## src/rtl/cat_rec_ctrl.sv

```systemverilog
// APB-controlled image streamer: fetches NUM_WORDS words from a register file
// to the datapath and latches the result. Optional watchdog: CTRL_TIMEOUT_EN.
module cat_rec_ctrl #(
  parameter int AMBA_WORD       = 24,
  parameter int AMBA_ADDR_DEPTH = 12,
  parameter int NUM_WORDS       = 4096,
  parameter int TIMEOUT_CYCLES  = 1024
) (
  input  logic                       clk,
  input  logic                       rst,
  input  logic                       PSEL,
  input  logic                       PENABLE,
  input  logic                       PWRITE,
  input  logic [AMBA_ADDR_DEPTH:0]   PADDR,
  input  logic [AMBA_WORD-1:0]       PWDATA,
  output logic [AMBA_WORD-1:0]       PRDATA,
  output logic                       rf_we,
  output logic [AMBA_ADDR_DEPTH-1:0] rf_waddr,
  output logic [AMBA_WORD-1:0]       rf_wdata,
  output logic                       rf_re,
  output logic [AMBA_ADDR_DEPTH-1:0] rf_raddr,
  input  logic [AMBA_WORD-1:0]       rf_rdata,
  output logic                       dp_valid,
  output logic [AMBA_WORD-1:0]       dp_data,
  output logic                       dp_last,
  input  logic                       dp_ready,
  input  logic                       dp_res_valid,
  input  logic                       dp_res,
  output logic                       busy,
  output logic                       CatRecognized,
  output logic                       done
);

  localparam int AW1 = AMBA_ADDR_DEPTH + 1;
  localparam logic [AW1-1:0] LAST = AW1'(NUM_WORDS);

  typedef enum logic [2:0] {
    IDLE, FETCH, STREAM, WAIT_RES, DONE
  } state_t;

  state_t                     r_state;
  logic [AW1-1:0]             r_cnt;
  logic [AMBA_WORD-1:0]       r_prdata;
  logic                       r_rf_we;
  logic [AMBA_ADDR_DEPTH-1:0] r_rf_waddr;
  logic [AMBA_WORD-1:0]       r_rf_wdata;
  logic                       r_rf_re;
  logic                       r_dp_valid;
  logic [AMBA_WORD-1:0]       r_dp_data;
  logic                       r_dp_last;
  logic                       r_cat;
  logic                       r_done;
  logic                       r_wr_err;

  logic       w_wr;
  logic       w_rd;
  logic       w_ctrl;
  logic       w_busy;
  logic       w_start;
  logic       w_abort;
  logic       w_addr_err;
  logic       w_timeout;
  logic [4:0] w_status;

  assign w_wr    = PSEL & PENABLE & PWRITE;
  assign w_rd    = PSEL & PENABLE & ~PWRITE;
  assign w_ctrl  = (PADDR == '0);
  assign w_busy  = (r_state == FETCH) || (r_state == STREAM) ||
                   (r_state == WAIT_RES);
  // DONE is leaving for IDLE this cycle, so a start there is accepted
  assign w_start = w_wr & w_ctrl & PWDATA[0] &
                   ((r_state == IDLE) || (r_state == DONE));
  assign w_abort = w_wr & w_ctrl & ~PWDATA[0] & (r_state != IDLE);
  assign w_addr_err = w_busy || (PADDR > LAST);
  assign w_status = {w_timeout, r_wr_err, r_cat, r_done, w_busy};

`ifdef CTRL_TIMEOUT_EN
  localparam int TW = $clog2(TIMEOUT_CYCLES + 1);
  logic [TW-1:0] r_wcnt;
  logic          r_timeout;
  assign w_timeout = r_timeout;
`else
  assign w_timeout = (TIMEOUT_CYCLES < 0);
`endif

  always_ff @(posedge clk or posedge rst) begin
    if (rst) begin
      r_state    <= IDLE;
      r_cnt      <= '0;
      r_prdata   <= '0;
      r_rf_we    <= 1'b0;
      r_rf_waddr <= '0;
      r_rf_wdata <= '0;
      r_rf_re    <= 1'b0;
      r_dp_valid <= 1'b0;
      r_dp_data  <= '0;
      r_dp_last  <= 1'b0;
      r_cat      <= 1'b0;
      r_done     <= 1'b0;
      r_wr_err   <= 1'b0;
`ifdef CTRL_TIMEOUT_EN
      r_wcnt     <= '0;
      r_timeout  <= 1'b0;
`endif
    end else begin
      r_rf_we <= 1'b0;
      r_rf_re <= 1'b0;
      if (w_rd)
        r_prdata <= w_ctrl ? {{(AMBA_WORD-5){1'b0}}, w_status} : '0;
      if (w_wr && !w_ctrl) begin
        if (w_addr_err) begin
          r_wr_err <= 1'b1;
        end else begin
          r_rf_we    <= 1'b1;
          r_rf_waddr <= PADDR[AMBA_ADDR_DEPTH-1:0];
          r_rf_wdata <= PWDATA;
        end
      end
      if (w_abort) begin
        r_state    <= IDLE;
        r_done     <= 1'b0;
        r_dp_valid <= 1'b0;
        r_dp_last  <= 1'b0;
      end else if (w_start) begin
        r_state  <= FETCH;
        r_cnt    <= AW1'(1);
        r_done   <= 1'b0;
        r_cat    <= 1'b0;
        r_wr_err <= 1'b0;
        r_rf_re  <= 1'b1;
`ifdef CTRL_TIMEOUT_EN
        r_timeout <= 1'b0;
`endif
      end else begin
        unique case (r_state)
          FETCH: r_state <= STREAM;
          STREAM: begin
            // first STREAM cycle captures the 1-cycle-latency read data
            if (!r_dp_valid) begin
              r_dp_valid <= 1'b1;
              r_dp_data  <= rf_rdata;
              r_dp_last  <= (r_cnt == LAST);
            end else if (dp_ready) begin
              r_dp_valid <= 1'b0;
              r_dp_last  <= 1'b0;
              if (r_cnt == LAST) begin
                r_state <= WAIT_RES;
`ifdef CTRL_TIMEOUT_EN
                r_wcnt  <= '0;
`endif
              end else begin
                r_cnt   <= r_cnt + AW1'(1);
                r_state <= FETCH;
                r_rf_re <= 1'b1;
              end
            end
          end
          WAIT_RES: begin
            if (dp_res_valid) begin
              r_cat   <= dp_res;
              r_done  <= 1'b1;
              r_state <= DONE;
            end
`ifdef CTRL_TIMEOUT_EN
            else if (r_wcnt == TW'(TIMEOUT_CYCLES - 1)) begin
              r_timeout <= 1'b1;
              r_state   <= IDLE;
            end else begin
              r_wcnt <= r_wcnt + TW'(1);
            end
`endif
          end
          DONE: r_state <= IDLE;
          default: ;
        endcase
      end
    end
  end

  assign PRDATA        = r_prdata;
  assign rf_we         = r_rf_we;
  assign rf_waddr      = r_rf_waddr;
  assign rf_wdata      = r_rf_wdata;
  assign rf_re         = r_rf_re;
  assign rf_raddr      = r_cnt[AMBA_ADDR_DEPTH-1:0];
  assign dp_valid      = r_dp_valid;
  assign dp_data       = r_dp_data;
  assign dp_last       = r_dp_last;
  assign busy          = w_busy;
  assign CatRecognized = r_cat;
  assign done          = r_done;

endmodule

```

## config.mk

```make
export PLATFORM = sky130hd
export DESIGN_NAME = cat_rec_ctrl
export DESIGN_NICKNAME = d
export VERILOG_FILES = /design/src/rtl/cat_rec_ctrl.sv
export SDC_FILE = /design/constraint.sdc
export NUM_CORES = 1
export LEC_CHECK = 0
export CAP_MARGIN = 20
export CORE_ASPECT_RATIO = 1.4
export CORE_MARGIN = 2
export CORE_UTILIZATION = 60
export CTS_CLUSTER_DIAMETER = 120
export CTS_CLUSTER_SIZE = 14
export DETAILED_ROUTE_END_ITERATION = 8
export DONT_BUFFER_PORTS = 1
export PLACE_DENSITY = 0.84
export SLEW_MARGIN = 20
export SYNTH_ARGS = -nofsm -noshare
export SYNTH_HDL_FRONTEND = slang
export SYNTH_SLANG_ARGS = --single-unit
export TNS_END_PERCENT = 50
```

## constraint.sdc

```tcl
create_clock -name clk -period 3.4 [get_ports clk]
set_clock_uncertainty 0.2 [all_clocks]
set_input_delay 0.68 -clock clk [delete_from_list [all_inputs] [get_ports clk]]
set_output_delay 0.68 -clock clk [all_outputs]
set_load 0.03 [all_outputs]
```

=== After elaboration in Yosys (flattened, before gate mapping) ===
Index checks and enable logic that the tools add are counted.

* Add/sub/neg operators: 1
* Magnitude comparators: 1
* Equality and inequality tests: 11
* Mux-type cells: 42
* Bitwise operators: 14
* Reductions and logical operators: 26

{| class="wikitable"
|+ Operators with widths
! operator !! number
|-
| $mux W13 || 5
|-
| $mux W1 || 29
|-
| $mux W3 || 5
|-
| $add A13 B1 Y13 const B || 1
|-
| $eq A13 B13 Y1 const B || 1
|-
| $gt A13 B13 Y1 const B || 1
|-
| $logic_not A13 Y1 || 1
|-
| $ne A4 B4 Y1 const B || 3
|-
| $pmux W3 S4 || 1
|-
| $reduce_bool A2 Y1 || 6
|-
| $reduce_bool A3 Y1 || 3
|-
| $and A1 B1 Y1 || 8
|-
| $reduce_and A4 Y1 || 2
|-
| $eq A3 B2 Y1 const B || 2
|-
| $not A1 Y1 || 6
|-
| $reduce_and A2 Y1 || 3
|-
| $reduce_and A3 Y1 || 2
|-
| $reduce_bool A6 Y1 || 1
|-
| $reduce_and A5 Y1 || 1
|-
| $logic_or A1 B1 Y1 || 4
|-
| $mux W4 || 1
|-
| $eq A3 B1 Y1 const B || 1
|-
| $eq A3 B3 Y1 const B || 1
|-
| $logic_not A3 Y1 || 1
|-
| other kinds (6) || 6
|}

* Register bits: 107
* Output and inout port bits: 103

=== Longest topological paths before layout ===
* Depth after elaboration: 8
* Mapped depth: 8

=== Least setup slack after synthesis ===
OpenSTA, ideal clock, no wires.

* Kind: input to register
* From: input PADDR[11]
* To: register r_rf_waddr[0], in the netlist rf_waddr[0]
* Library setup time: 125 ps
* Arrival time: 2827 ps
* Data required time: 3075 ps
* Path slack: 248 ps
* Stages: 8
* Path buffers: 3
* Path through: or4_1 or3_1 buf_2 nand2_1 or4b_1 buf_6 buf_12 mux2_4

* Cells in the longest elaborated chain, start to end: 4

{| class="wikitable"
|+ Ends and longest elaborated chain
! item !! line !! text
|-
| from (decl) || 14 || <nowiki>input logic [AMBA_ADDR_DEPTH:0] PADDR,</nowiki>
|-
| $gt A13 B13 Y1 or $logic_not A13 Y1 (tied branches) || 74, 67 ||
|-
| $logic_or A1 B1 Y1 or $logic_not A1 Y1 (tied branches) || 74, 110 ||
|-
| $not A1 Y1 (no source line) or $logic_and A1 B1 Y1 (tied branches) || n/a ||
|-
| $reduce_and A2 Y1 (no source line) * || n/a ||
|-
| to (signal assigned) || 115 || <nowiki>r_rf_waddr <= PADDR[AMBA_ADDR_DEPTH-1:0];</nowiki>
|-
| to (decl) || 45 || <nowiki>logic [AMBA_ADDR_DEPTH-1:0] r_rf_waddr;</nowiki>
|}

Every way passes the cells marked *; elsewhere a longest branch is shown, timed or not.
A chain may end at the register's enable or synchronous reset.

=== Final worst setup path ===
* From: input PADDR[11]
* To: register r_rf_wdata[11], in the netlist rf_wdata[11]

* Cells in the longest elaborated chain, start to end: 4

{| class="wikitable"
|+ Ends and longest elaborated chain
! item !! line !! text
|-
| $gt A13 B13 Y1 or $logic_not A13 Y1 (tied branches) || 74, 67 ||
|-
| $logic_or A1 B1 Y1 or $logic_not A1 Y1 (tied branches) || 74, 110 ||
|-
| $not A1 Y1 (no source line) or $logic_and A1 B1 Y1 (tied branches) || n/a ||
|-
| $reduce_and A2 Y1 (no source line) * || n/a ||
|-
| to (signal assigned) || 93 || <nowiki>r_rf_wdata <= '0;</nowiki>
|-
| to (signal assigned) || 116 || <nowiki>r_rf_wdata <= PWDATA;</nowiki>
|-
| to (decl) || 46 || <nowiki>logic [AMBA_WORD-1:0] r_rf_wdata;</nowiki>
|}

Marks and branches as above.

==> impl_metrics.ini <==
[drt]
drt-total-wl_mm = 8.319
routed-via-count = 2446
drtIter0Drc = 89
antenna_left = 0
detail_route.vias_per_cell = 5.755
drc = 0
drt_first_pass_iters = 4
wl_per_cell_um = 19.57

[synth]
synth_ff_type = dfrtp_1
yosys.area_share.simple_pct = 10.62
async_reset_ff_share_pct = 100.0
synth_top_family_by_area = multiplexers
muxShareOfSynthArea_pct = 19.21
syn-cell-area_mm2 = 0.004135
ys_seq_area_share_pct = 52.65
synth_edf_count = 0
synth_top_area_share_pct = 52.65
synthAdderAreaFrac_pct = 0.8472
synth_seq_cells = 87
synth.distinct_cells = 47
synth_compound_area_share_pct = 6.233
ys_top_cells_by_area = dfrtp_1 (53%), mux2_4 (11%), mux2_2 (8.4%)
yosysWarnings = 0
avgSynthCellArea_um2 = 12.34
synth-xor-area-share_pct = 1.059
yosysMostFrequentCell = dfrtp_1
synthTopCellsByCount = dfrtp_1 (87), buf_4 (32), mux2_2 (31)
syn-instance-count = 335
synth_top_area_cell = dfrtp_1

[pwr]
power_leakage_nw = 1.951
powerDensity_mw_per_mm2 = 904.9
ir_drop_mv = 0.4996

[global_route]
track_usage_pct = 21.33
grt_pass1_wl_mm = 12.30
antenna_found_initial = 0
grt_max_degree = 49
grt_remaining_overflow = 0
grt_pass1_vias = 2379

[setup_path]
cp.required_ps = 3420
cp_max_fo = 10
arrival_ps = 2940
cp_num_buf_inv = 1
crit_path_top_delay_cell = or4b_2
path_cells = or4_1 -> or3_1 -> nand2_1 -> or4b_2 -> buf_4 -> mux2_4
cp-start-kind = primary input
path_class = in -> reg
crit_family = simple AND/OR/NAND/NOR gates
slowest_delay_ps = 640
end_kind = flop

[timing]
final.setup.tns_ps = 0
finalHoldViolations = 0
relSlewSlack_pct = 46.01
drv_slew = 0
fin_hold_ws_ps = 138.0
fin_crit_ps = 2920
fmax_mhz = 342.5
final.period_utilization_pct = 85.87
worst_pin_slew_ps = 809.0
rsz0062_at_grt = false
setup_viol = 0

[clock_tree]
holdBufCountCts = 0
cts_buffers = 9
clk_pin_slew_worst_paths_ps = 100
clk_latency_ps = 330
clock_sinks = 87
cts_tree = done
cts_resized = 0
clock_path_buffers = 2
clockRootBuffer = clkbuf_8
post-cts-setup-buffers = 0
htreeDepth = 3

[floorplan]
num_rows = 35
die_area_mm2 = 0.007582
coreArea_mm2 = 0.006613
ios = 172
initial_core_util_pct = 62.54
die_h_um = 102.2
dieWidth_um = 74.17

[run]
max_cap_viol_count = 0

[place]
io_buffer_count = 0
place_congestion = 0.8582
hpwl_mm = 6.293

[cells_and_area]
syn2layout_area_growth_pct = 3.026
nNetsFinal = 399
fin_util_pct = 64.43
num_antenna_cells = 0
drive_gt1_share_pct = 27.03

[hold_path]
hp-class = in -> async

[run_status]
status = complete, no violations
==> stage by stage <==
step                      cell area, µm²  power [mW]  worst slack (ps)  instances
final                               4260       3.855             480.5        425
after global routing                4260       4.040             447.8        425
after CTS                           4260       3.879             483.1        425
after detailed placement            4049       3.140             121.6        409
after global placement              4049       3.086             153.0        409
after floorplan                     4207       2.997             247.8        354
==> state kept, by name, indices dropped and copies added, names as in the netlist <==
register	cells
dp_data	24
rf_we	1
rf_re	1
dp_valid	1
dp_last	1
PRDATA	4
rf_waddr	12
r_cnt	13
r_wr_err	1
CatRecognized	1
rf_wdata	24
done	1
r_state	3
==> worst reg2reg max path: stages (launching register included) <==
cell,delay (ps)
dfrtp_1,650
inv_1,90
ha_1,200
nor4bb_1,120
and3_1,230
a211oi_1,590
nand2_1,150
mux2i_1,150
==> layout make-up <==
cell class                 instances  area (µm²)
tap                               92       115.1
clock buffer                      10       137.6
sequential                        87        2177
multi-input combinational        213        1649
clock inverter                     6       73.82
timing repair buffer               8       72.57
fill                             485        2352
inverter                           9       35.03
==> logic make-up (layout without fill, tap and decap cells) <==
| group | after synthesis | after routing |
|---|---|---|
| adder cells (fa/ha/maj) | 3 | 3 |
| AND/OR/NAND/NOR | 81 | 81 |
| XOR/XNOR | 5 | 5 |
| AO/OA/AOI/OAI | 43 | 43 |
| flip-flops | 87 | 87 |
| other | 1 | 20 |
| multiplexers | 61 | 61 |
| buffers and inverters | 54 | 33 |
==> report_power, final <==
part / internal [mW] / switching, mW
sequential: 1.40 / 1.07
clock: 0.370 / 0.373
combinational: 0.404 / 0.240
==> layer usage <==
layer | global-route usage [%] | vias up | part of all wire, %
met5 | 0 | - | 0
met3 | 6.607 | 2 | 8.9
met4 | 6.294 | 0 | 0.36
met1 | 24.89 | 1219 | 37
met2 | 37.29 | 109 | 53
li1 | - | 1116 | -
==> layout by cell type, fill, tap and decap left out, types with 3 or more instances in the layout <==
cell type / n
dfrtp_1: 87
mux2_2: 31
mux2_4: 29
nand2_1: 21
conb_1: 20
o21ai_0: 16
nor2_1: 12
clkbuf_8: 10
or3_1: 9
a21oi_1: 9
nand3_1: 8
inv_1: 8
buf_4: 7
nor4_1: 5
xnor2_1: 5
or4_1: 4
nor3_1: 3
o211ai_1: 3
a211oi_1: 3
==> worst paths after layout <==
check                      startpoint      endpoint  slack, ps  depth (start not counted)
setup / recovery            PADDR[11]  rf_wdata[11]        480                          6
hold / removal                    rst   dp_data[11]        140                          1
setup reg to reg             r_cnt[0]      r_cnt[2]        870                          7
hold reg to reg             r_cnt[12]     r_cnt[12]        290                          1
max in group asynchronous         rst   rf_waddr[3]       2070                          2
min in group clk            PWDATA[1]   rf_wdata[1]        280                          1
Note: power is estimated with default switching activity, not from simulation.
